$ cat src/rtl/csr_access_arbiter_if.sv
// csr_access_arbiter_if: requester-side and csr-unit-side signals of the CSR access arbiter. Rev 1.0
`default_nettype none

interface csr_access_arbiter_if #(
  parameter int XLEN                  = 64,
  parameter int CSR_ADDR_LEN          = 12,
  parameter int IMM_LEN               = 5,
  parameter int EXCEPTION_CAUSE_WIDTH = 5
);
  logic [1:0]                       req_valid_i;
  logic [1:0]                       req_ready_o;
  logic [2*3-1:0]                   req_func3_i;
  logic [2*XLEN-1:0]                req_rs1_data_i;
  logic [2*IMM_LEN-1:0]             req_imm_i;
  logic [2*CSR_ADDR_LEN-1:0]        req_csr_addr_i;
  logic [1:0]                       req_do_read_i;
  logic [1:0]                       req_do_write_i;
  logic                             flush_i;
  logic [1:0]                       resp_valid_o;
  logic [XLEN-1:0]                  resp_data_o;
  logic                             resp_exception_o;
  logic [EXCEPTION_CAUSE_WIDTH-1:0] resp_ecause_o;
  logic                             csr_req_valid_o;
  logic [2:0]                       csr_func3_o;
  logic [XLEN-1:0]                  csr_rs1_data_o;
  logic [IMM_LEN-1:0]               csr_imm_o;
  logic [CSR_ADDR_LEN-1:0]          csr_addr_o;
  logic                             csr_do_read_o;
  logic                             csr_do_write_o;
  logic                             csr_resp_valid_i;
  logic [XLEN-1:0]                  csr_wrb_data_i;
  logic                             csr_exception_i;
  logic [EXCEPTION_CAUSE_WIDTH-1:0] csr_ecause_i;

  modport slave (
    input  req_valid_i, req_func3_i, req_rs1_data_i, req_imm_i, req_csr_addr_i,
           req_do_read_i, req_do_write_i, flush_i,
           csr_resp_valid_i, csr_wrb_data_i, csr_exception_i, csr_ecause_i,
    output req_ready_o, resp_valid_o, resp_data_o, resp_exception_o, resp_ecause_o,
           csr_req_valid_o, csr_func3_o, csr_rs1_data_o, csr_imm_o, csr_addr_o,
           csr_do_read_o, csr_do_write_o
  );

  modport master (
    output req_valid_i, req_func3_i, req_rs1_data_i, req_imm_i, req_csr_addr_i,
           req_do_read_i, req_do_write_i, flush_i,
           csr_resp_valid_i, csr_wrb_data_i, csr_exception_i, csr_ecause_i,
    input  req_ready_o, resp_valid_o, resp_data_o, resp_exception_o, resp_ecause_o,
           csr_req_valid_o, csr_func3_o, csr_rs1_data_o, csr_imm_o, csr_addr_o,
           csr_do_read_o, csr_do_write_o
  );
endinterface

`default_nettype wire

$ cat src/rtl/csr_access_arbiter.sv
// csr_access_arbiter: round-robin sharing of the single CSR execution unit between two requesters,
// one transaction outstanding, with timeout retire and flush-kill of requester 0. Rev 1.0
`default_nettype none

module csr_access_arbiter #(
  parameter int XLEN                  = 64,
  parameter int CSR_ADDR_LEN          = 12,
  parameter int IMM_LEN               = 5,
  parameter int EXCEPTION_CAUSE_WIDTH = 5,
  parameter int TIMEOUT_CYCLES        = 16,
  parameter int TIMEOUT_ECAUSE        = 2
) (
  input  logic                  clk,
  input  logic                  rst_n,
  csr_access_arbiter_if.slave   bus
);

  localparam int CNT_W = $clog2(TIMEOUT_CYCLES);
  localparam logic [CNT_W-1:0] C_CNT_MAX = CNT_W'(TIMEOUT_CYCLES - 1);
  localparam logic [EXCEPTION_CAUSE_WIDTH-1:0] C_TO_ECAUSE = EXCEPTION_CAUSE_WIDTH'(TIMEOUT_ECAUSE);

  typedef enum logic [1:0] {
    S_IDLE  = 2'd0,
    S_ISSUE = 2'd1,
    S_WAIT  = 2'd2,
    S_RESP  = 2'd3
  } state_t;

  state_t r_state;
  state_t w_state_nxt;

  logic                             r_owner;
  logic                             r_last_grant;
  logic                             r_kill;
  logic [CNT_W-1:0]                 r_cnt;

  logic [2:0]                       r_func3;
  logic [XLEN-1:0]                  r_rs1_data;
  logic [IMM_LEN-1:0]               r_imm;
  logic [CSR_ADDR_LEN-1:0]          r_addr;
  logic                             r_do_read;
  logic                             r_do_write;

  logic [XLEN-1:0]                  r_resp_data;
  logic                             r_resp_exc;
  logic [EXCEPTION_CAUSE_WIDTH-1:0] r_resp_ecause;

  logic [1:0] w_eligible;
  logic       w_grant;
  logic       w_accept;
  logic       w_capture;
  logic       w_timeout;

  // Flush only masks the pipeline requester; the config master is never flushed.
  assign w_eligible = bus.req_valid_i & {1'b1, ~bus.flush_i};
  assign w_grant    = (w_eligible == 2'b11) ? ~r_last_grant : w_eligible[1];

  always_comb begin
    w_state_nxt = r_state;
    w_accept    = 1'b0;
    w_capture   = 1'b0;
    w_timeout   = 1'b0;
    case (r_state)
      S_IDLE: begin
        if (|w_eligible) begin
          w_accept    = 1'b1;
          w_state_nxt = S_ISSUE;
        end
      end
      S_ISSUE: begin
        if (bus.csr_resp_valid_i) begin
          w_capture   = 1'b1;
          w_state_nxt = S_RESP;
        end else begin
          w_state_nxt = S_WAIT;
        end
      end
      S_WAIT: begin
        // A real response arriving on the timeout cycle takes priority.
        if (bus.csr_resp_valid_i) begin
          w_capture   = 1'b1;
          w_state_nxt = S_RESP;
        end else if (r_cnt == C_CNT_MAX) begin
          w_timeout   = 1'b1;
          w_state_nxt = S_RESP;
        end
      end
      S_RESP: begin
        w_state_nxt = S_IDLE;
      end
      default: begin
        w_state_nxt = S_IDLE;
      end
    endcase
  end

  always_ff @(posedge clk or negedge rst_n) begin
    if (!rst_n) begin
      r_state <= S_IDLE;
    end else begin
      r_state <= w_state_nxt;
    end
  end

  always_ff @(posedge clk or negedge rst_n) begin
    if (!rst_n) begin
      r_owner      <= 1'b0;
      r_last_grant <= 1'b1;
      r_func3      <= '0;
      r_rs1_data   <= '0;
      r_imm        <= '0;
      r_addr       <= '0;
      r_do_read    <= 1'b0;
      r_do_write   <= 1'b0;
    end else if (w_accept) begin
      r_owner      <= w_grant;
      r_last_grant <= w_grant;
      r_func3      <= w_grant ? bus.req_func3_i[5:3] : bus.req_func3_i[2:0];
      r_rs1_data   <= w_grant ? bus.req_rs1_data_i[2*XLEN-1:XLEN]
                              : bus.req_rs1_data_i[XLEN-1:0];
      r_imm        <= w_grant ? bus.req_imm_i[2*IMM_LEN-1:IMM_LEN]
                              : bus.req_imm_i[IMM_LEN-1:0];
      r_addr       <= w_grant ? bus.req_csr_addr_i[2*CSR_ADDR_LEN-1:CSR_ADDR_LEN]
                              : bus.req_csr_addr_i[CSR_ADDR_LEN-1:0];
      r_do_read    <= bus.req_do_read_i[w_grant];
      r_do_write   <= bus.req_do_write_i[w_grant];
    end
  end

  always_ff @(posedge clk or negedge rst_n) begin
    if (!rst_n) begin
      r_kill <= 1'b0;
      r_cnt  <= '0;
    end else begin
      if (r_state == S_IDLE) begin
        r_kill <= 1'b0;
      end else if ((r_state == S_ISSUE || r_state == S_WAIT) && !r_owner && bus.flush_i) begin
        r_kill <= 1'b1;
      end
      if (r_state == S_ISSUE) begin
        r_cnt <= '0;
      end else if (r_state == S_WAIT) begin
        r_cnt <= r_cnt + 1'b1;
      end
    end
  end

  always_ff @(posedge clk or negedge rst_n) begin
    if (!rst_n) begin
      r_resp_data   <= '0;
      r_resp_exc    <= 1'b0;
      r_resp_ecause <= '0;
    end else if (w_capture) begin
      r_resp_data   <= bus.csr_wrb_data_i;
      r_resp_exc    <= bus.csr_exception_i;
      r_resp_ecause <= bus.csr_ecause_i;
    end else if (w_timeout) begin
      r_resp_data   <= '0;
      r_resp_exc    <= 1'b1;
      r_resp_ecause <= C_TO_ECAUSE;
    end
  end

  // Ready is combinational in IDLE, so hold it low while reset is asserted.
  assign bus.req_ready_o      = (w_accept && rst_n) ? (w_grant ? 2'b10 : 2'b01) : 2'b00;
  assign bus.csr_req_valid_o  = (r_state == S_ISSUE);
  assign bus.resp_valid_o     = (r_state == S_RESP) ? (r_owner ? 2'b10 : {1'b0, ~r_kill}) : 2'b00;
  assign bus.resp_data_o      = r_resp_data;
  assign bus.resp_exception_o = r_resp_exc;
  assign bus.resp_ecause_o    = r_resp_ecause;
  assign bus.csr_func3_o      = r_func3;
  assign bus.csr_rs1_data_o   = r_rs1_data;
  assign bus.csr_imm_o        = r_imm;
  assign bus.csr_addr_o       = r_addr;
  assign bus.csr_do_read_o    = r_do_read;
  assign bus.csr_do_write_o   = r_do_write;

endmodule

`default_nettype wire
$ cat src/flat_wrapper.sv
// flat-port wrapper written by rule: the top's interface ports become plain ports
module csr_access_arbiter_flat 
#(
  parameter int XLEN                  = 64,
  parameter int CSR_ADDR_LEN          = 12,
  parameter int IMM_LEN               = 5,
  parameter int EXCEPTION_CAUSE_WIDTH = 5,
  parameter int TIMEOUT_CYCLES        = 16,
  parameter int TIMEOUT_ECAUSE        = 2
)
  (clk, rst_n, bus_req_valid_i, bus_req_func3_i, bus_req_rs1_data_i, bus_req_imm_i, bus_req_csr_addr_i, bus_req_do_read_i, bus_req_do_write_i, bus_flush_i, bus_csr_resp_valid_i, bus_csr_wrb_data_i, bus_csr_exception_i, bus_csr_ecause_i, bus_req_ready_o, bus_resp_valid_o, bus_resp_data_o, bus_resp_exception_o, bus_resp_ecause_o, bus_csr_req_valid_o, bus_csr_func3_o, bus_csr_rs1_data_o, bus_csr_imm_o, bus_csr_addr_o, bus_csr_do_read_o, bus_csr_do_write_o);
  csr_access_arbiter_if #(.XLEN(XLEN), .CSR_ADDR_LEN(CSR_ADDR_LEN), .IMM_LEN(IMM_LEN), .EXCEPTION_CAUSE_WIDTH(EXCEPTION_CAUSE_WIDTH)) bus_i ();
  input  logic clk;
  input  logic rst_n;
  input wire logic [$bits(bus_i.req_valid_i)-1:0] bus_req_valid_i;
  input wire logic [$bits(bus_i.req_func3_i)-1:0] bus_req_func3_i;
  input wire logic [$bits(bus_i.req_rs1_data_i)-1:0] bus_req_rs1_data_i;
  input wire logic [$bits(bus_i.req_imm_i)-1:0] bus_req_imm_i;
  input wire logic [$bits(bus_i.req_csr_addr_i)-1:0] bus_req_csr_addr_i;
  input wire logic [$bits(bus_i.req_do_read_i)-1:0] bus_req_do_read_i;
  input wire logic [$bits(bus_i.req_do_write_i)-1:0] bus_req_do_write_i;
  input wire logic [$bits(bus_i.flush_i)-1:0] bus_flush_i;
  input wire logic [$bits(bus_i.csr_resp_valid_i)-1:0] bus_csr_resp_valid_i;
  input wire logic [$bits(bus_i.csr_wrb_data_i)-1:0] bus_csr_wrb_data_i;
  input wire logic [$bits(bus_i.csr_exception_i)-1:0] bus_csr_exception_i;
  input wire logic [$bits(bus_i.csr_ecause_i)-1:0] bus_csr_ecause_i;
  output wire logic [$bits(bus_i.req_ready_o)-1:0] bus_req_ready_o;
  output wire logic [$bits(bus_i.resp_valid_o)-1:0] bus_resp_valid_o;
  output wire logic [$bits(bus_i.resp_data_o)-1:0] bus_resp_data_o;
  output wire logic [$bits(bus_i.resp_exception_o)-1:0] bus_resp_exception_o;
  output wire logic [$bits(bus_i.resp_ecause_o)-1:0] bus_resp_ecause_o;
  output wire logic [$bits(bus_i.csr_req_valid_o)-1:0] bus_csr_req_valid_o;
  output wire logic [$bits(bus_i.csr_func3_o)-1:0] bus_csr_func3_o;
  output wire logic [$bits(bus_i.csr_rs1_data_o)-1:0] bus_csr_rs1_data_o;
  output wire logic [$bits(bus_i.csr_imm_o)-1:0] bus_csr_imm_o;
  output wire logic [$bits(bus_i.csr_addr_o)-1:0] bus_csr_addr_o;
  output wire logic [$bits(bus_i.csr_do_read_o)-1:0] bus_csr_do_read_o;
  output wire logic [$bits(bus_i.csr_do_write_o)-1:0] bus_csr_do_write_o;
  assign bus_i.req_valid_i = bus_req_valid_i;
  assign bus_i.req_func3_i = bus_req_func3_i;
  assign bus_i.req_rs1_data_i = bus_req_rs1_data_i;
  assign bus_i.req_imm_i = bus_req_imm_i;
  assign bus_i.req_csr_addr_i = bus_req_csr_addr_i;
  assign bus_i.req_do_read_i = bus_req_do_read_i;
  assign bus_i.req_do_write_i = bus_req_do_write_i;
  assign bus_i.flush_i = bus_flush_i;
  assign bus_i.csr_resp_valid_i = bus_csr_resp_valid_i;
  assign bus_i.csr_wrb_data_i = bus_csr_wrb_data_i;
  assign bus_i.csr_exception_i = bus_csr_exception_i;
  assign bus_i.csr_ecause_i = bus_csr_ecause_i;
  assign bus_req_ready_o = bus_i.req_ready_o;
  assign bus_resp_valid_o = bus_i.resp_valid_o;
  assign bus_resp_data_o = bus_i.resp_data_o;
  assign bus_resp_exception_o = bus_i.resp_exception_o;
  assign bus_resp_ecause_o = bus_i.resp_ecause_o;
  assign bus_csr_req_valid_o = bus_i.csr_req_valid_o;
  assign bus_csr_func3_o = bus_i.csr_func3_o;
  assign bus_csr_rs1_data_o = bus_i.csr_rs1_data_o;
  assign bus_csr_imm_o = bus_i.csr_imm_o;
  assign bus_csr_addr_o = bus_i.csr_addr_o;
  assign bus_csr_do_read_o = bus_i.csr_do_read_o;
  assign bus_csr_do_write_o = bus_i.csr_do_write_o;
  csr_access_arbiter #(.XLEN(XLEN), .CSR_ADDR_LEN(CSR_ADDR_LEN), .IMM_LEN(IMM_LEN), .EXCEPTION_CAUSE_WIDTH(EXCEPTION_CAUSE_WIDTH), .TIMEOUT_CYCLES(TIMEOUT_CYCLES), .TIMEOUT_ECAUSE(TIMEOUT_ECAUSE)) u_core (.clk(clk), .rst_n(rst_n), .bus(bus_i));
endmodule
$ cat config.mk
export PLATFORM = sky130hd
export DESIGN_NAME = csr_access_arbiter_flat
export DESIGN_NICKNAME = d
export VERILOG_FILES = /design/src/rtl/csr_access_arbiter_if.sv /design/src/rtl/csr_access_arbiter.sv /design/src/flat_wrapper.sv
export SDC_FILE = /design/constraint.sdc
export NUM_CORES = 1
export LEC_CHECK = 0
export BUFFER_PORTS_ARGS = -buffer_cell sky130_fd_sc_hd__buf_2
export CAP_MARGIN = 20
export CORE_AREA = 2 2 202 105
export CTS_CLUSTER_SIZE = 24
export DETAILED_ROUTE_END_ITERATION = 12
export DIE_AREA = 0 0 204 107
export PLACE_DENSITY = 0.83
export SLEW_MARGIN = 20
export SYNTH_ARGS = -nofsm -noshare
export SYNTH_HDL_FRONTEND = slang
export SYNTH_SLANG_ARGS = --single-unit
$ cat constraint.sdc
create_clock -name clk -period 2.3 [get_ports clk]
set_clock_uncertainty 0.2 [all_clocks]
set_input_delay 0 -clock clk [delete_from_list [all_inputs] [get_ports clk]]
set_output_delay 0 -clock clk [all_outputs]
set_load 0.005 [all_outputs]
==> impl_metrics.csv, run 1 <==
group,metric,value,unit
worst_setup_path,reg2reg_slack,0.09,ns
global_route,grt_max_degree,78,
synthesis,yosysUniqueCellTypes,37,
synthesis,syn-num-nets,1063,
cts,root_buffer,"clkbuf_16",
synthesis,seq_area_frac_synth,48.6,%
worst_hold_path,min-delay-start,"bus_req_valid_i[1]",
synthesis,syn_avg_cell_area,10.5,um2
global_route,grt_pass1_vias,10000,
pwr,total_power,15.3,mW
pwr,seq_power_share,34.8,%
synthesis,synthMuxAreaShare,0.383,%
floorplanning,initial_core_util,42.3,%
drt,route.detailed.drc,0,
cts,clk_path_buf_depth,2,
cts,clkTransAtPathRegs,0.08,ns
final_layout,utilization,69.5,%
floorplanning,die_y,107,um
drt,postRouteAntennaNets,0,
sta,rsz0062_at_grt,"false",
floorplanning,die_w,204,um
pwr,power.leakage,6.82,nW
cts,clock_sinks,165,
synthesis,syn_inst,809,
worst_setup_path,critPathRequiredTime,2.44,ns
worst_setup_path,ff2ff_path_depth,5,
sta,clock.fmax,452,MHz
worst_setup_path,critPathKind,"reg -> reg",
run,cap_viol_max_count,0,
worst_setup_path,slowest_stage,"dfrtp_1",
pwr,p_per_area,1100,nW/um2
pwr,switching_share,38.9,%
synthesis,yosys.area_share.xor_xnor,0,%
global_route,grt-ovfl-total,0,
synthesis,synth_warnings,0,
worst_hold_path,min_to,"u_core.bus.csr_rs1_data_o[22]",
final_layout,nFillCells,1337,
drt,drtIter0Drc,1064,
synthesis,synth_fa_ha_area_share,0.884,%
sta,post-route-period-util,96.2,%
worst_setup_path,worstPathArrival,2.35,ns
drt,route.vias.total,9834,
place,dp_hpwl,19300,um
worst_hold_path,worstHoldPathType,"in -> reg",
worst_setup_path,cp_max_fo,68,
pwr,p_clk_share,18.6,%
sta,worst_pin_slew,0.569,ns
drt,routed_via_density,5.72,
sta,setup_viol,0,
status,status,"completed",
synthesis,ys_ff_latch,165,
floorplanning,ioPinCount,409,
synthesis,netlist_area,8490,um2
synthesis,synth-compound-area-share,34.9,%
synthesis,async_flop_share,100,%
sta,period_needed,2.21,ns
drt,dr.pass1.iters,7,
cts,ctsHtreeMaxLevel,4,
synthesis,yosysTopAreaCellShare,48.3,%
pwr,vdd_drop_max,0.684,mV
floorplanning,rows,37,
place,routabilityCongestion,0.845,
pwr,power_frac_comb,46.6,%
sta,finalHoldViolations,0,
place,io_buffers,408,
final_layout,final_nets,1684,
final_layout,final_common_cell,"buf_2",
global_route,grt_pass1_wl,55400,um
floorplanning,core_area,20100,um2
worst_setup_path,regToRegStartpoint,"u_core.r_state[0]",
cts,cts_tree,"built",
sta,tns,0,ns
worst_setup_path,start_kind,"flop",
synthesis,synth_simple_gate_area_share,5.35,%
sta,final_max_slew_viol_count,0,
final_layout,layout_common_cells,"406 x buf_2, 261 x dlygate4sd3_1, 164 x dfrtp_1",
worst_hold_path,min_path_cells,3,
final_layout,drive_above_1_share,35.6,%
pwr,p_switching,5.95,mW
worst_setup_path,crit_chain,"inv_1 > ha_4 > and2_2 > buf_6 > a22o_1",
drt,wl_per_cell,21.1,um
synthesis,yosys_most_used_dff,"dfrtp_1",
cts,insertion_delay,0.41,ns
global_route,grtUsageTotal,32.4,%
final_layout,areaGrowthSynthToFinish,64.5,%
worst_setup_path,crit_path_end_kind,"flop",
place,placedCellCount,1421,
synthesis,synth_area_leaders,"dfrtp_1 48%, o221a_1 11%, a22o_1 7.2%, a22oi_2 5.9%, o21ai_0 5.2%",
synthesis,synth_edf_count,0,
synthesis,synth_top_family_by_area,"compound AO/OA/AOI/OAI gates",
sta,relSlewSlack,62.1,%
pwr,internal_power,9.34,mW
synthesis,yosysTopAreaCell,"dfrtp_1",
worst_setup_path,reg2reg_to,"u_core.bus.resp_data_o[13]",
floorplanning,die-area,21800,um2
final_layout,finalNonFillerCells,1720,
global_route,antenna_found_initial,4,
cts,numCtsBuffers,17,
worst_setup_path,max_stage_delay,0.47,ns
drt,routed_wl,36200,um
-- power by group through the flow --
stage / combinational (mW) / sequential [mW] / clock, mW
global placement: 6.18 / 5.15 / 0
floorplan: 3.73 / 5.24 / 0
global route: 7.64 / 5.43 / 3.02
CTS: 6.80 / 5.18 / 2.88
finish: 7.13 / 5.32 / 2.85
detailed placement: 6.40 / 5.19 / 0
-- what timing repair did --
action | CTS | global route
buffers inserted | 2 | 0
pin swaps | 1 | 0
endpoints found under the setup margin | 2 | 68
gates resized for setup | 0 | 1
hold buffers | 261 | 0
gates cloned | 0 | 0
hold endpoints to repair | 324 | 0
-- synthesized netlist by cell type (2+ instances only) --
library cell	count
o21ai_0	88
nand3b_1	2
o221a_1	86
nor2b_1	3
buf_4	2
buf_6	11
clkbuf_1	37
buf_2	42
nand2_1	88
nor2_1	5
nor3b_1	2
a22o_1	70
nand3_1	2
a21oi_1	2
a22oi_1	46
ha_1	6
dfrtp_1	164
nand2b_1	2
a22oi_2	40
inv_1	93
and2_1	2
-- layout make-up --
class                           count  area [um2]  share of cell area, %
Sequential cell                   165        4130                   29.6
Clock buffer                       18         439                   3.14
Antenna cell                        4        10.0                 0.0717
Clock inverter                     14         141                   1.01
Timing Repair Buffer              694        5000                   35.8
Tap cell                          273         342                   2.45
Multi-Input combinational cell    458        3550                   25.4
Inverter                           94         353                   2.53
-- worst max-delay path by stage --
stage                       from                           to  slack, ns  depth (start not counted)
3_3_place_gp   u_core.r_state[0]   u_core.bus.resp_data_o[24]       0.15                          5
3_5_place_dp   u_core.r_state[0]   u_core.bus.resp_data_o[22]       0.04                          5
6_report       u_core.r_state[0]   u_core.bus.resp_data_o[13]       0.09                          5
2_1_floorplan  u_core.r_state[0]  u_core.bus.resp_ecause_o[1]       0.38                          7
4_1_cts        u_core.r_state[0]   u_core.bus.resp_data_o[22]       0.03                          5
5_1_grt        u_core.r_state[0]           bus_req_ready_o[1]       0.02                          5
-- layer usage --
layer / vias to the layer above / share of wire, % / global-route usage [%]
met5: - / 0 / 0
met2: 729 / 48 / 54.1
met3: 138 / 9.8 / 7.96
met4: 0 / 3.8 / 14.5
li1: 4213 / - / -
met1: 4754 / 38 / 40.1
-- worst max-delay path, delay by kind of cell, from the launching register on --
| kind | cells | cell delay [ns] |
|---|---|---|
| buffers and inverters | 2 | 0.61 |
| AOI/OAI and AO/OA | 1 | 0.27 |
| adders and majority gates | 1 | 0.35 |
| and+or+nand+nor | 1 | 0.21 |
| DFF | 1 | 0.47 |
-- per-stage QoR --
step	cell area [um2]	setup WS, ns	hold WS [ns]
global placement	10700	0.146	-0.216
finish	14000	0.0865	0.0592
detailed placement	10700	0.0380	-0.217
global route	14000	0.0177	0.0640
CTS	14000	0.0276	0.0399
floorplan	8490	0.379	-0.496
-- sequential cells by signal, summed over array words and instances (netlist names) --
register / count
u_core.bus.csr_func3_o: 3
u_core.bus.csr_do_write_o: 1
u_core.r_last_grant: 1
u_core.bus.csr_imm_o: 5
u_core.r_state: 2
u_core.r_kill: 1
u_core.bus.csr_addr_o: 12
u_core.bus.resp_exception_o: 1
u_core.r_owner: 1
u_core.bus.csr_do_read_o: 1
u_core.bus.resp_ecause_o: 5
u_core.bus.csr_rs1_data_o: 64
u_core.bus.resp_data_o: 64
u_core.r_cnt: 4
-- kinds of logic after synthesis --
kind of cell    Yosys count
buf+inv                 186
flops                   165
compound gates          340
fa+ha+maj                 6
mux                       3
simple gates            109
Note: power is estimated with default switching activity, not from simulation.
==> inputs of run 2 (changes only) <==
==> constraint.sdc (replaced) <==
create_clock -name clk -period 2.3 [get_ports clk]
set_clock_uncertainty 0.2 [all_clocks]
set_input_delay 0.115 -clock clk [delete_from_list [all_inputs] [get_ports clk]]
set_output_delay 0.115 -clock clk [all_outputs]
set_load 0.005 [all_outputs]
==> run 2 against run 1 <==
First-iteration DRC count rose by 6.2%. Core utilization fell by 0.68 points. Wire length barely moved. Register-to-register slack improved by 0.02 ns. Cell count fell by 0.99%. Sequential share of layout area rose by 0.30 points. Highest routed layer is now met5.
==> impl_metrics.csv, run 2 (synthesized netlist as in run 1, its figures left out) <==
group,metric,value,unit
sta,final_max_slew_viol_count,0,
drt,drtIter0Drc,1130,
sta,period_needed,2.19,ns
worst_setup_path,crit_path_end_kind,"flop",
cts,numCtsBuffers,17,
final_layout,drive_above_1_share,35.8,%
final_layout,nFillCells,1323,
run,cap_viol_max_count,0,
cts,clkTransAtPathRegs,0.07,ns
cts,insertion_delay,0.41,ns
sta,relSlewSlack,31.6,%
worst_setup_path,regToRegStartpoint,"u_core.r_state[0]",
sta,worst_pin_slew,1.02,ns
global_route,grtUsageTotal,32.5,%
floorplanning,ioPinCount,409,
drt,routed_via_density,5.74,
global_route,grt-ovfl-total,0,
global_route,grt_max_degree,102,
worst_setup_path,crit_path_start,"u_core.r_state[0]",
final_layout,layout_common_cells,"406 x buf_2, 247 x dlygate4sd3_1, 163 x dfrtp_1",
drt,postRouteAntennaNets,0,
global_route,grt_pass1_wl,55300,um
place,place_area,10700,um2
final_layout,final_area,13800,um2
pwr,internal_power,9.51,mW
status,status,"completed",
floorplanning,core_area,20100,um2
cts,cts_tree,"built",
worst_setup_path,endpoint,"u_core.bus.resp_data_o[10]",
final_layout,finalNonFillerCells,1703,
worst_setup_path,cp_max_fo,67,
place,routabilityCongestion,0.846,
worst_setup_path,reg2reg_slack,0.11,ns
sta,tns,0,ns
drt,wl_per_cell,21.3,um
worst_setup_path,cp.depth,5,
worst_hold_path,worstHoldPathType,"in -> reg",
cts,clk_path_buf_depth,2,
sta,post-route-period-util,95.4,%
sta,rsz0062_at_grt,"false",
sta,finalWorstSetupSlack,0.106,ns
worst_setup_path,worstPathArrival,2.34,ns
worst_setup_path,ff2ff_path_depth,5,
pwr,vdd_drop_max,0.676,mV
cts,clock_sinks,165,
global_route,grt_pass1_vias,9951,
worst_setup_path,reg2reg_to,"u_core.bus.resp_data_o[10]",
drt,dr.pass1.iters,6,
pwr,p_clk_share,19.4,%
worst_setup_path,slowest_stage,"buf_4",
final_layout,areaGrowthSynthToFinish,62.9,%
pwr,switching_share,38.1,%
place,dp_hpwl,19700,um
pwr,power.leakage,6.79,nW
floorplanning,die_y,107,um
place,io_buffers,408,
global_route,antenna_found_initial,4,
worst_setup_path,critPathKind,"reg -> reg",
sta,setup_viol,0,
place,pre_cts_slack,0.132,ns
pwr,p_per_area,1110,nW/um2
final_layout,final_common_cell,"buf_2",
final_layout,final_nets,1667,
floorplanning,die-area,21800,um2
worst_setup_path,critPathRequiredTime,2.44,ns
worst_setup_path,start_kind,"flop",
floorplanning,die_w,204,um
pwr,p_switching,5.87,mW
floorplanning,initial_core_util,42.3,%
sta,worst_hold_slack,0.0923,ns
worst_setup_path,crit_buf_inv,2,
final_layout,utilization,68.9,%
pwr,seq_power_share,34.6,%
worst_setup_path,crit_family,"buffers and inverters",
pwr,power_frac_comb,46.0,%
sta,finalHoldViolations,0,
drt,routed_wl,36200,um
worst_setup_path,max_stage_delay,0.62,ns
pwr,total_power,15.4,mW
cts,ctsHtreeMaxLevel,4,
sta,clock.fmax,456,MHz
place,placedCellCount,1418,
floorplanning,rows,37,
drt,route.vias.total,9776,
drt,route.detailed.drc,0,
cts,root_buffer,"clkbuf_16",
worst_setup_path,crit_chain,"inv_1 > ha_4 > and2_2 > buf_4 > a22o_1",
run 2: power by group through the flow:
stage	Sequential [mW]	Combinational, mW	Clock [mW]
floorplan	5.24	3.73	0
detailed placement	5.20	6.41	0
finish	5.32	7.08	2.98
global placement	5.15	6.18	0
global route	5.43	7.59	3.14
CTS	5.19	6.77	3.02
run 2: layer usage:
metal	up-vias	part of all wire, %	global-route usage, %
met3	141	10	8.18
met2	707	48	54.2
met1	4749	38	39.9
met4	2	3.9	14.9
met5	-	0.036	0
li1	4177	-	-
run 2: worst reg2reg max path, delay by kind of cell, from the launching register on:
kind | cells | cell delay, ns
buf+inv | 2 | 0.73
flops | 1 | 0.43
compound gates | 1 | 0.31
fa+ha+maj | 1 | 0.28
simple gates | 1 | 0.18
run 2: worst min path at each step:
stage | slack (ns) | from | to | depth (start not counted)
after CTS | 0.07 | bus_req_valid_i[1] | u_core.bus.csr_rs1_data_o[33] | 4
after detailed placement | -0.22 | rst_n | u_core.bus.resp_data_o[54] | 1
final | 0.09 | bus_req_valid_i[0] | u_core.r_state[1] | 4
after global placement | -0.22 | rst_n | u_core.bus.resp_data_o[59] | 1
after global routing | 0.11 | bus_req_valid_i[1] | u_core.bus.csr_rs1_data_o[19] | 4
after floorplan | -0.38 | rst_n | u_core.bus.csr_addr_o[0] | 0
run 2: final cells by class:
type | count | area (um2) | share of cell area (%)
Sequential cell | 165 | 4130 | 29.9
Clock inverter | 13 | 159 | 1.15
Clock buffer | 19 | 443 | 3.20
Timing Repair Buffer | 677 | 4840 | 35.0
Antenna cell | 4 | 10.0 | 0.0724
Tap cell | 273 | 342 | 2.47
Multi-Input combinational cell | 458 | 3560 | 25.7
Inverter | 94 | 353 | 2.55
run 2: timing repair:
| action | CTS | global route |
|---|---|---|
| endpoints found under the setup margin | 1 | 55 |
| gates resized for setup | 1 | 3 |
| endpoints found under the hold margin | 323 | 0 |
| buffers inserted | 0 | 1 |
| hold buffers | 248 | 0 |
